File: src/rtl/pipeline_hazard_ctrl.sv
`default_nettype none
// +----------------------------------------------------------------------+
// | Module      : pipeline_hazard_ctrl                                   |
// | Description : Stall / flush / halt sequencer for the 5-stage core.   |
// |               Decodes mem freeze, HALT, taken branch and load-use    |
// |               hazards into PC / pipeline enables and stage flushes,  |
// |               and keeps saturating stall and flush counters.         |
// | Revision    : 1.0 - initial release                                  |
// +----------------------------------------------------------------------+
module pipeline_hazard_ctrl #(
   parameter int FLUSH_CYCLES = 1,
   parameter int DRAIN_CYCLES = 2,
   parameter int CNT_W        = 16
) (
   input  logic             clk,
   input  logic             reset,
   input  logic             branch_taken,
   input  logic             halt_ex,
   input  logic             load_ex,
   input  logic [2:0]       ex_rd,
   input  logic [2:0]       id_rs1,
   input  logic [2:0]       id_rs2,
   input  logic             id_use1,
   input  logic             id_use2,
   input  logic             mem_busy,
   output logic             enablePC,
   output logic             enable_ifid,
   output logic             pipe_en,
   output logic             imJumpFlag,
   output logic             Flush1,
   output logic             Flush2,
   output logic             Flush3,
   output logic             HALT,
   output logic [CNT_W-1:0] stall_cnt,
   output logic [CNT_W-1:0] flush_cnt
);

   typedef enum logic [2:0] {
      S_IDLE   = 3'd0,
      S_RUN    = 3'd1,
      S_FLUSH  = 3'd2,
      S_DRAIN  = 3'd3,
      S_HALTED = 3'd4
   } state_t;

   localparam logic [2:0]       FLUSH_LD = 3'(FLUSH_CYCLES);
   localparam logic [2:0]       DRAIN_LD = 3'(DRAIN_CYCLES);
   localparam logic [CNT_W-1:0] CNT_MAX  = {CNT_W{1'b1}};

   state_t           state_q, state_d;
   logic [2:0]       dcnt_q, dcnt_d;
   logic [CNT_W-1:0] stall_cnt_q, flush_cnt_q;
   logic             stall_inc, flush_inc;
   logic             load_use;

   // R0 is an ordinary register here, so no zero-register exclusion
   assign load_use = load_ex & ((id_use1 & (id_rs1 == ex_rd)) |
                                (id_use2 & (id_rs2 == ex_rd)));

   // Next-state and output decode; event priority: freeze > halt > branch > load-use
   always_comb begin
      state_d     = state_q;
      dcnt_d      = dcnt_q;
      stall_inc   = 1'b0;
      flush_inc   = 1'b0;
      enablePC    = 1'b0;
      enable_ifid = 1'b0;
      pipe_en     = 1'b0;
      imJumpFlag  = 1'b0;
      Flush1      = 1'b0;
      Flush2      = 1'b0;
      Flush3      = 1'b0;
      HALT        = 1'b0;
      case (state_q)
         S_RUN, S_FLUSH: begin
            enablePC    = 1'b1;
            enable_ifid = 1'b1;
            pipe_en     = 1'b1;
            if (mem_busy) begin
               // Whole pipeline frozen; other events wait for the release
               enablePC    = 1'b0;
               enable_ifid = 1'b0;
               pipe_en     = 1'b0;
               stall_inc   = 1'b1;
            end else if (halt_ex) begin
               enablePC = 1'b0;
               Flush1   = 1'b1;
               Flush2   = 1'b1;
               dcnt_d   = DRAIN_LD;
               state_d  = S_DRAIN;
            end else if (branch_taken) begin
               imJumpFlag = 1'b1;
               Flush1     = 1'b1;
               Flush2     = 1'b1;
               flush_inc  = 1'b1;
               if (FLUSH_LD != 3'd0) begin
                  dcnt_d  = FLUSH_LD;
                  state_d = S_FLUSH;
               end else begin
                  state_d = S_RUN;
               end
            end else if ((state_q == S_RUN) && load_use) begin
               // One bubble into EX while PC and IF/ID hold
               enablePC    = 1'b0;
               enable_ifid = 1'b0;
               Flush2      = 1'b1;
               stall_inc   = 1'b1;
            end else if (state_q == S_FLUSH) begin
               Flush1 = 1'b1;
               dcnt_d = dcnt_q - 3'd1;
               if (dcnt_q <= 3'd1) begin
                  state_d = S_RUN;
               end
            end
         end
         S_DRAIN: begin
            Flush1  = 1'b1;
            Flush2  = 1'b1;
            pipe_en = ~mem_busy;
            if (!mem_busy) begin
               dcnt_d = dcnt_q - 3'd1;
               if (dcnt_q <= 3'd1) begin
                  state_d = S_HALTED;
               end
            end
         end
         S_HALTED: begin
            HALT = 1'b1;
         end
         default: begin
            // IDLE and any unlisted encoding: clear the pipe, start fetch next cycle
            pipe_en = 1'b1;
            Flush1  = 1'b1;
            Flush2  = 1'b1;
            Flush3  = 1'b1;
            state_d = S_RUN;
         end
      endcase
   end

   // State, down-counter and saturating performance counters
   always_ff @(posedge clk) begin
      if (!reset) begin
         state_q     <= S_IDLE;
         dcnt_q      <= 3'd0;
         stall_cnt_q <= '0;
         flush_cnt_q <= '0;
      end else begin
         state_q <= state_d;
         dcnt_q  <= dcnt_d;
         if (stall_inc && (stall_cnt_q != CNT_MAX)) begin
            stall_cnt_q <= stall_cnt_q + CNT_W'(1);
         end
         if (flush_inc && (flush_cnt_q != CNT_MAX)) begin
            flush_cnt_q <= flush_cnt_q + CNT_W'(1);
         end
      end
   end

   assign stall_cnt = stall_cnt_q;
   assign flush_cnt = flush_cnt_q;

endmodule
`default_nettype wire

File: config.mk
export PLATFORM = sky130hd
export DESIGN_NAME = pipeline_hazard_ctrl
export DESIGN_NICKNAME = d
export VERILOG_FILES = /design/src/rtl/pipeline_hazard_ctrl.sv
export SDC_FILE = /design/constraint.sdc
export NUM_CORES = 1
export LEC_CHECK = 0
export CORE_MARGIN = 1.5
export CORE_UTILIZATION = 30
export CTS_CLUSTER_DIAMETER = 120
export DETAILED_ROUTE_END_ITERATION = 7
export GPL_ROUTABILITY_DRIVEN = 0
export SLEW_MARGIN = 20
export SYNTH_ARGS = -nofsm -noshare
export SYNTH_HDL_FRONTEND = slang
export SYNTH_SLANG_ARGS = --single-unit
File: constraint.sdc
create_clock -name clk -period 4.6 [get_ports clk]
set_input_delay 0.92 -clock clk [delete_from_list [all_inputs] [get_ports clk]]
set_output_delay 0.92 -clock clk [all_outputs]
set_load 0.02 [all_outputs]
==> results.toml, run 1 <==
[setup_path]
cp_slowest_cell = "clkdlybuf4s50_1"
critPathMaxFanout = 8
cpPeakStageDelay_ns = 0.60
r2r_cells = 5
path_delay_family = "buffers and inverters"
end_kind = "primary output"
crit_required_ns = 3.68
start_kind = "input port"
crit_type = "in -> out"
r2r-end = "flush_cnt[15]$_SDFFE_PN0P_"
crit_chain = "clkdlybuf4s50_1 -> or2b_1 -> or3_2 -> inv_1 -> clkdlybuf4s50_1"
reg2reg_from = "state_q[1]$_SDFFE_PN0P_"
r2r_setup_slack_ns = 2.38
cp-startpoint = "branch_taken"
crit_top_cell = "clkdlybuf4s50_1"
arrival_ns = 3.07
crit_buf_inv = 3

[yosys]
synth.avg_cell_area_um2 = 8.025
ys_types = 47
yosysWarnings = 0
synth_edf_count = 0
synthCells = 285
synthArstFlopShare_pct = 0
ys.flop_type = "dfxtp_1"
ys_ff_latch = 38
synthesis.nets = 306
ys_seq_area_share_pct = 33.26
synthesis.area_mm2 = 0.002287

[cells_and_area]
multi_input_area_mm2 = 0.001438
layout.nets = 358
drive_gt1_share_pct = 5.325
areaGrowthSynthToFinish_pct = 32.33
n_antenna_cell = 0
final_common_cell = "clkdlybuf4s50_1"
fillers = 743
seq_area_um2 = 760.7
layout_common_cells = "56 x clkdlybuf4s50_1, 38 x dfxtp_1, 29 x nand2_1, 21 x a21oi_1, 20 x nor2_1"

[placed_design]
place_ws_ns = 0.6014
hpwl_um = 4360
portBuffers = 56

[clocking]
clkLatencyLatePin_ns = 0.29
clk_pin_slew_ns = 0.07
cts_buffer_depth = 2
cts_tree = "yes"
clock_sinks = 38
cts-resized-gates = 0
cts_hold_buf = 0
cts_htree_levels = 2
postCtsSetupBuffers = 0
cts_root_buf = "clkbuf_8"
cts_inserted_buffers = 5

[global_route]
grt_pass1_vias = 2098
grt_pass1_wl_um = 9984
grt_antenna_before_repair = 0
overflow = 0
grt_use_total_pct = 14.69
grt_max_degree = 33

[route]
routed_wl_um = 5944
routed_via_density = 5.050
num_vias = 2207
drt-initial-drc-count = 84
final_antenna_net_count = 0
route.detailed.drc = 0
wl_per_cell_um = 13.60
first_pass_iters = 4

[flow_run]
cap_violations = 0

[die]
start_util_pct = 31.20
die_x_um = 90.32
dieHeight_um = 90.32
core_mm2 = 0.007331
std_cell_rows = 31
pin_count = 57
dieArea_mm2 = 0.008157

[worst_hold_path]
holdPathStages = 2
holdPathEnd = "stall_cnt[7]$_SDFFE_PN0P_"
worstHoldPathType = "reg -> reg"
hp-start = "stall_cnt[7]$_SDFFE_PN0P_"

[sta]
clock_skew_ns = 0.004863
slew_viol_final = 0
setup-tns-final_ns = 0
layout_min_cycle_time_ns = 3.995
fin_ws_ns = 0.6054
fmax_mhz = 250.3
worst_pin_slew_ns = 0.9501
slew_headroom_pct = 36.60
period_share_pct = 86.84
rsz0062_at_grt = "no"
setup_viol = 0
finalHoldViolCount = 0

[run_status]
outcome = "finished clean"

[pwr]
ir_worst_vdd_mv = 0.1233
p_per_area_mw_per_mm2 = 246.8
power.leakage_uw = 0.0009990
## worst min-delay path, stage by stage, from the launching register on
cell and delay (ns):
dfxtp_1 0.34, nand2_1 0.06, mux2i_1 0.05
## sequential cells by signal (all words and copies together) (netlist names)
| signal | cells |
|---|---|
| stall_cnt | 16 |
| state_q | 3 |
| flush_cnt | 16 |
| dcnt_q | 3 |
## synth_stat cells (2+ instances only)
library cell / n / share of area [%]
nor2_1: 20 / 3.3
nor2b_1: 2 / 0.55
nand2_1: 29 / 4.8
or2_4: 2 / 0.77
dfxtp_1: 38 / 33
and3_1: 3 / 0.82
nand2b_1: 13 / 3.6
or2_2: 2 / 0.55
a211oi_1: 8 / 2.6
nor3b_1: 2 / 0.66
nand4_1: 8 / 2.2
and4_1: 7 / 2.7
clkbuf_1: 11 / 1.8
a2111oi_0: 2 / 0.77
a21oi_1: 21 / 4.6
xnor2_1: 18 / 6.9
or3_1: 4 / 1.1
o21ai_0: 12 / 2.6
and2_1: 2 / 0.55
inv_1: 10 / 1.6
ha_1: 4 / 2.2
a31oi_1: 4 / 1.1
mux2i_1: 14 / 6.1
nand3_1: 16 / 3.5
nor3_1: 4 / 0.88
o211ai_1: 3 / 0.98
nor4_1: 6 / 1.6
## cell families (layout without fill, tap and decap cells)
| logic type | Yosys count | after routing | synth area share [%] |
|---|---|---|---|
| compound gates | 59 | 59 | 15.87 |
| buf+inv | 23 | 76 | 3.884 |
| fa+ha+maj | 4 | 4 | 2.188 |
| mux | 14 | 14 | 6.127 |
| simple gates | 128 | 128 | 31.40 |
| flops | 38 | 38 | 33.26 |
| xor+xnor | 19 | 19 | 7.276 |
## stage by stage
stage	std cells	util, %	hold WS (ns)	instance area (um2)	power [uW]
2_1_floorplan	285	-	0.4672	2287	452.7
3_3_place_gp	429	40.04	0.4788	2935	512.2
3_5_place_dp	429	40.04	0.4893	2935	514.4
4_1_cts	437	41.29	0.4997	3027	758.1
5_1_grt	437	41.29	0.5175	3027	788.7
6_report	437	41.29	0.4965	3027	747.0
## layer usage
metal	vias up	track usage (%)	part of all wire (%)
met5	-	0	0
met4	0	4.894	1.4
met3	7	3.788	5.2
met2	47	23.04	44
met1	1021	19.52	49
li1	1132	-	-
## worst max path at each step
| stage | cells after the start | end | slack (ns) |
|---|---|---|---|
| after floorplan | 4 | imJumpFlag | 1.75 |
| after global placement | 5 | imJumpFlag | 0.61 |
| after detailed placement | 5 | imJumpFlag | 0.60 |
| after CTS | 5 | imJumpFlag | 0.60 |
| after global routing | 5 | imJumpFlag | 0.54 |
| final | 5 | imJumpFlag | 0.61 |
## area by class of cell
| type | instances | area share, % |
|---|---|---|
| timing repair buffer | 58 | 19.02 |
| sequential | 38 | 25.13 |
| clock buffer | 7 | 2.852 |
| tap | 99 | 4.093 |
| multi-input combinational | 224 | 47.50 |
| inverter | 10 | 1.240 |
| clock inverter | 1 | 0.1654 |
## report_power, final
part | internal [uW] | switching (uW) | total (uW)
Sequential | 337 | 14.3 | 351
Clock | 121 | 119 | 240
Combinational | 70.2 | 85.9 | 156
Total | 528 | 219 | 747
(Power assumes the default switching activity.)
==> inputs of run 2 (changes only) <==
- HOLD_SLACK_MARGIN: default -> 0.12
==> results of run 2 <==
Same layout as run 1: the final DEF is identical, and so are final timing and power.
==> inputs of run 3 (changes only) <==
- GPL_TIMING_DRIVEN: default -> 1
==> results of run 3 <==
Same layout as run 1: the final DEF is identical, and so are final timing and power.
